**config.mk**
```make
export PLATFORM = sky130hd
export DESIGN_NAME = mem_port_arbiter
export DESIGN_NICKNAME = d
export VERILOG_FILES = /design/src/rtl/mem_port_arbiter.sv
export SDC_FILE = /design/constraint.sdc
export NUM_CORES = 1
export LEC_CHECK = 0
export BUFFER_PORTS_ARGS = -buffer_cell sky130_fd_sc_hd__buf_2
export CORE_AREA = 2 2 107 109
export CTS_CLUSTER_SIZE = 14
export DETAILED_ROUTE_END_ITERATION = 6
export DIE_AREA = 0 0 109 111
export GPL_ROUTABILITY_DRIVEN = 0
export PLACE_DENSITY = 0.51
export SLEW_MARGIN = 20
export SYNTH_ARGS = -nofsm -noshare
export SYNTH_HDL_FRONTEND = slang
export SYNTH_SLANG_ARGS = --single-unit
```
**constraint.sdc**
```tcl
create_clock -name clk_i -period 4.2 [get_ports clk_i]
set_clock_uncertainty 0.2 [all_clocks]
set_input_delay 0.63 -clock clk_i [delete_from_list [all_inputs] [get_ports clk_i]]
set_output_delay 0.63 -clock clk_i [all_outputs]
set_load 0.05 [all_outputs]
```
**src/rtl/mem_port_arbiter.sv**
```systemverilog
// Shares one memory bus between the fetch (imem) and load/store (dmem) ports.
// dmem has fixed priority; a starvation counter forces an imem grant after a dmem burst.
module mem_port_arbiter #(
    parameter int ADDRW          = 32,
    parameter int XLEN           = 32,
    parameter int MASKW          = 4,
    parameter int DMEM_BURST_MAX = 4
) (
    input  logic             clk_i,
    input  logic             rst_i,
    input  logic             imem_valid_i,
    input  logic [ADDRW-1:0] imem_addr_i,
    output logic             imem_ready_o,
    output logic             imem_rvalid_o,
    output logic [XLEN-1:0]  imem_rdata_o,
    input  logic             dmem_valid_i,
    input  logic [ADDRW-1:0] dmem_addr_i,
    input  logic [MASKW-1:0] dmem_mask_i,
    input  logic [XLEN-1:0]  dmem_wdata_i,
    input  logic             dmem_we_i,
    output logic             dmem_ready_o,
    output logic             dmem_rvalid_o,
    output logic [XLEN-1:0]  dmem_rdata_o,
    output logic             bus_valid_o,
    output logic [ADDRW-1:0] bus_addr_o,
    output logic [MASKW-1:0] bus_mask_o,
    output logic [XLEN-1:0]  bus_wdata_o,
    output logic             bus_we_o,
    input  logic             bus_ready_i,
    input  logic             bus_rvalid_i,
    input  logic [XLEN-1:0]  bus_rdata_i
);
    localparam logic [1:0] IDLE     = 2'd0;
    localparam logic [1:0] REQ      = 2'd1;
    localparam logic [1:0] WAIT_RSP = 2'd2;
    localparam int SW = $clog2(DMEM_BURST_MAX + 1);

    typedef struct packed {
        logic [ADDRW-1:0] addr;
        logic [MASKW-1:0] mask;
        logic [XLEN-1:0]  wdata;
        logic             we;
    } bus_req_t;

    logic [1:0]    state;
    logic          owner_imem;
    logic [SW-1:0] starve_cnt;
    logic          imem_forced, grant_dmem, grant_imem;
    logic          active, sel_imem, accept, rsp;
    bus_req_t      imem_req, dmem_req, bus_req;

    assign imem_req = '{addr: imem_addr_i, mask: {MASKW{1'b1}}, wdata: '0, we: 1'b0};
    assign dmem_req = '{addr: dmem_addr_i, mask: dmem_mask_i, wdata: dmem_wdata_i, we: dmem_we_i};

    always_comb begin
        imem_forced = imem_valid_i && (starve_cnt == SW'(DMEM_BURST_MAX));
        grant_dmem  = dmem_valid_i && !imem_forced;
        grant_imem  = imem_valid_i && !grant_dmem;
        active      = 1'b0;
        sel_imem    = owner_imem;
        if (!rst_i) begin
            case (state)
                IDLE: begin
                    active   = grant_dmem || grant_imem;
                    sel_imem = grant_imem;
                end
                // Latched owner is held until the bus takes it, whatever else arrives.
                REQ:     active = 1'b1;
                default: active = 1'b0;
            endcase
        end
        accept = active && bus_ready_i;
        rsp    = !rst_i && (state == WAIT_RSP) && bus_rvalid_i;
    end

    assign bus_req       = active ? (sel_imem ? imem_req : dmem_req) : '0;
    assign bus_valid_o   = active;
    assign bus_addr_o    = bus_req.addr;
    assign bus_mask_o    = bus_req.mask;
    assign bus_wdata_o   = bus_req.wdata;
    assign bus_we_o      = bus_req.we;
    assign imem_ready_o  = accept && sel_imem;
    assign dmem_ready_o  = accept && !sel_imem;
    assign imem_rvalid_o = rsp && owner_imem;
    assign dmem_rvalid_o = rsp && !owner_imem;
    assign imem_rdata_o  = imem_rvalid_o ? bus_rdata_i : '0;
    assign dmem_rdata_o  = dmem_rvalid_o ? bus_rdata_i : '0;

    always_ff @(posedge clk_i) begin
        if (rst_i) begin
            state      <= IDLE;
            owner_imem <= 1'b0;
            starve_cnt <= '0;
        end else begin
            case (state)
                IDLE: if (active) begin
                    owner_imem <= sel_imem;
                    state      <= accept ? WAIT_RSP : REQ;
                end
                REQ:      if (accept) state <= WAIT_RSP;
                WAIT_RSP: if (bus_rvalid_i) state <= IDLE;
                default:  state <= IDLE;
            endcase
            if (accept) begin
                if (sel_imem || !imem_valid_i)
                    starve_cnt <= '0;
                else if (starve_cnt != SW'(DMEM_BURST_MAX))
                    starve_cnt <= starve_cnt + 1'b1;
            end
        end
    end
endmodule
```
* After elaboration in Yosys (flattened, before gate mapping)
Cells that the tools add are included.
** Word-level totals
- Output and inout bits :: 138
- Flip-flop bits (word level) :: 6
- Input bits :: 139
** Operators by class
- $add $sub $neg :: 1
- Muxes and demuxes :: 15
- Reductions and logical operators :: 23
- Eq/ne operators :: 7
** Operators by type and width (number)
- $mux 69 :: 2
- $mux 32 :: 2
- $logic_and 1x1->1 :: 10
- $mux 2 :: 4
- $logic_not 1->1 :: 6
- $mux 3 :: 2
- $ne 2x2->1 const B :: 3
- $pmux 2 s3 :: 1
- $reduce_and 2->1 :: 2
- $add 3x1->3 const B :: 1
- $eq 3x3->1 const B :: 1
- $mux 1 :: 3
- $ne 3x3->1 const B :: 1
- $reduce_and 3->1 :: 1
- $eq 2x1->1 const B :: 1
- $eq 2x2->1 const B :: 1
- $logic_not 2->1 :: 1
- $logic_or 1x1->1 :: 2
- $pmux 1 s2 :: 1
- $reduce_bool 2->1 :: 1

* Longest topological paths before layout
- Word-level depth :: 13
- Gate-level depth with buffers :: 8
- Depth with buffers taken out :: 6

* Worst setup path after synthesis
No wires, ideal clock.
- Kind :: input port to output port
- Start point :: input rst_i
- End point :: output bus_addr_o[12]
- Slack :: 1.087 ns
- Stages :: 5
- Arrival time :: 2.283 ns
- Buffers on the path :: 3
- Path through :: buf_2 > or3_4 > buf_2 > buf_2 > a21oi_1
** On the way
- Cells in the longest elaborated chain, start to end :: 3
- Elaborated cells between the ends (all ways) :: 4
- Those cells by class :: 4 x mux
** Ends and longest elaborated chain
- start, declared :: line 10 : input logic rst_i,
- $mux 1 :: line 61 : if (!rst_i) begin
- $mux 69 :: line 76 : assign bus_req = active ? (sel_imem ? imem_req : dmem_req) : '0;
- $mux 69 * :: line 76
- end, declared :: line 25 : output logic [ADDRW-1:0] bus_addr_o,
Mark *: on every way between the ends. The rest lies on a longest branch, timed or not.

* Final worst setup path
- Start point :: register state[0]
- End point :: output dmem_ready_o
** On the way
- Cells in the longest elaborated chain, start to end :: 5
- Elaborated cells between the ends (all ways) :: 9
- Those cells by class :: 1 x eq/ne; 4 x mux; 4 x reduce/logical
** Ends and longest elaborated chain
- start, declared :: line 45 : logic [1:0] state;
- start signal, assigned :: line 98 : state <= accept ? WAIT_RSP : REQ;
- $eq 2x1->1 / $logic_not 2->1 (equally long branches) :: line 62 : case (state)
- $pmux 1 s2 / $mux 1 (equally long branches) :: line 62
- $mux 1 :: line 61
- $logic_and 1x1->1 / $logic_not 1->1 (equally long branches) :: line 72, 83
- $logic_and 1x1->1 * :: line 83 : assign dmem_ready_o = accept && !sel_imem;
- end, declared :: line 21 : output logic dmem_ready_o,
Marked as above.

==> flow_summary.toml <==
[timing]
fin_crit_ps = 3293
fin_crit_sh = 0.7841
finalSetupViolations = 0
tightest_slew_ps = 796.9
rsz0062_at_grt = "no"
hold_violations = 0
relSlewSlack = 0.4687
setup-tns-final_ps = 0
maxSlewViolCount = 0
clock.fmax_mhz = 303.6

[worst_setup_path]
path_delay_family = "simple AND/OR/NAND/NOR gates"
r2r_slack_ps = 1890
cp_slowest_cell = "dfxtp_1"
crit_path_start = "state[0]"
r2r_start = "state[0]"
start_kind = "register"
critPathCaptureType = "output pin"
cp_max_fo = 38
worstPathArrival_ps = 2460
path_class = "reg -> out"
cp_cell_sequence = "nor3_2 -> or3_4 -> inv_2 -> nand2_1 -> nor2_1 -> buf_2"
path_buf_inv = 2
required_ps = 3370
crit_path_max_incr_delay_ps = 540
r2r-end = "starve_cnt[2]"
cp_num_cells = 6
rr_worst_depth = 5

[floorplan]
pin_count = 277
fp.dieH_um = 111
die_w_um = 109
rows = 39
die_area_sq_mm = 0.01210
initial_core_util = 0.1558
core_sq_mm = 0.01108

[yosys]
ys_types = 36
syn_nets = 419
synth_ff_type = "dfxtp_1"
syn-instance-count = 278
synth_edf_count = 0
synth-async-reset-ratio = 0
synth_warnings = 0
yosysSeqAreaShare = 0.06962
synth_seq_cells = 6
syn_area_sq_mm = 0.001725
syn_area_per_cell_sq_um = 6.206

[power_and_ir_drop]
pwr-share-seq = 0.101
powerDensity_mw_per_mm2 = 201.2
netSwitchingPower_uw = 332.8
pwr-share-clk = 0.248
p_int_uw = 301.3
ir_worst_vdd_uv = 174.4
leakage_uw = 0.002054
combinationalPowerShare = 0.651
swShare = 0.5248

[cts]
clockBufferDepth = 2
ctsHoldBuffers = 0
clk_pin_slew_worst_paths_ps = 40
cts-root-buf = "clkbuf_16"
clk_latency_ps = 230
cts.sinks = 6
cts_resized = 0
tritoncts = "done"
post_cts_buffers = 0
htreeDepth = 1
numCtsBuffers = 3

[min_path]
whs_path_depth = 2
hp-start = "starve_cnt[1]"
holdPathEnd = "starve_cnt[1]"
hold_class = "reg -> reg"

[global_routing]
grt_pass1_vias = 2336
grt_usage = 0.1120
gr-total-overflow = 0
grt_pass1_wl_mm = 11.10
grt_max_degree = 67
antenna_found_initial = 0

[cells_and_area]
n_fill_cell = 1243
layout_common_cells = "buf_2, nand2_1, and2_1"
utilization = 0.2845
syn_to_final_growth_pct = 82.67
fin_nets = 675
diodes = 0
final_common_cell = "buf_2"
drive_gt1_frac = 0.5714

[route]
vias = 2749
wl_mm = 7.900
vias_per_cell = 4.073
routedWlPerCell_um = 11.70
post-route-drc-count = 0
drt.antenna.violating_nets = 0
drt_first_pass_iters = 4
initialDrtViolationCount = 73

[place]
dp_hpwl_mm = 6.387
io_buffers = 276

[flow_run]
drv_cap = 0

[status]
status = "completed"
[stage by stage]
stage / instances / instance area (sq um) / setup slack (ps) / total power [uW] / hold slack [ps]
finish: 675 / 3152 / 906.6 / 634.1 / 320.4
floorplan: 278 / 1725 / 1087 / 367.7 / 268.7
global placement: 672 / 3077 / 907.5 / 477.6 / 293.3
CTS: 675 / 3152 / 861.2 / 640.1 / 321.3
global route: 675 / 3152 / 713.1 / 667.9 / 363.6
detailed placement: 672 / 3077 / 871.3 / 480.4 / 316.5
[Yosys cell counts, types with 4 or more instances]
library cell  instances  share of area
a21oi_2               7          0.036
dfxtp_1               6          0.070
buf_6                 8          0.052
clkbuf_1              5          0.011
nand2_1              67           0.15
and3_2                5          0.022
and3_1               29           0.11
nand3_1               4          0.012
and2_1               64           0.23
nor2_1               15          0.033
buf_2                 8          0.023
a21oi_1              28          0.081
[layer usage]
layer	global-route usage	share of wire	up-vias
met5	0	0	-
met4	0.01538	0.0043	0
met3	0.02410	0.10	4
met2	0.2083	0.49	134
met1	0.1315	0.41	1190
li1	-	-	1421
[power by group through the flow]
| stage | Combinational (uW) | Sequential, uW | Clock [uW] |
|---|---|---|---|
| 3_5_place_dp | 416 | 64.8 | 0 |
| 5_1_grt | 441 | 64.7 | 163 |
| 4_1_cts | 416 | 64.0 | 160 |
| 3_3_place_gp | 413 | 64.7 | 0 |
| 2_1_floorplan | 306 | 61.6 | 0 |
| 6_report | 413 | 64.2 | 157 |
[worst min-delay path, cell delays in order, from the launching register on]
cell and delay, ps:
dfxtp_1 310, inv_1 80, o31ai_1 80
[cells by family (layout without fill, tap and decap cells)]
logic type	Yosys count	in the layout	synth area share
compound gates	46	46	0.1762
simple gates	194	194	0.6033
fa+ha+maj	2	2	0.01450
flops	6	6	0.06962
buf+inv	30	284	0.1363
[state kept, by name (all words and copies together), names as in the netlist]
register	cells
state	2
starve_cnt	3
owner_imem	1
[final cells by class]
cell class	count	area (sq um)	area share
clock buffers	3	75.07	0.02382
inverters	3	11.26	0.003573
multi-input cells	242	1370	0.4347
flip-flops and latches	6	120.1	0.03811
well taps	143	178.9	0.05677
repair buffers	278	1396	0.4430
[worst max path at each step]
stage | endpoint | slack [ps]
6_report | dmem_ready_o | 910
4_1_cts | dmem_ready_o | 860
5_1_grt | dmem_ready_o | 710
3_3_place_gp | dmem_ready_o | 910
2_1_floorplan | bus_addr_o[12] | 1090
3_5_place_dp | dmem_ready_o | 870
Note: power is estimated with default switching activity, not from simulation.
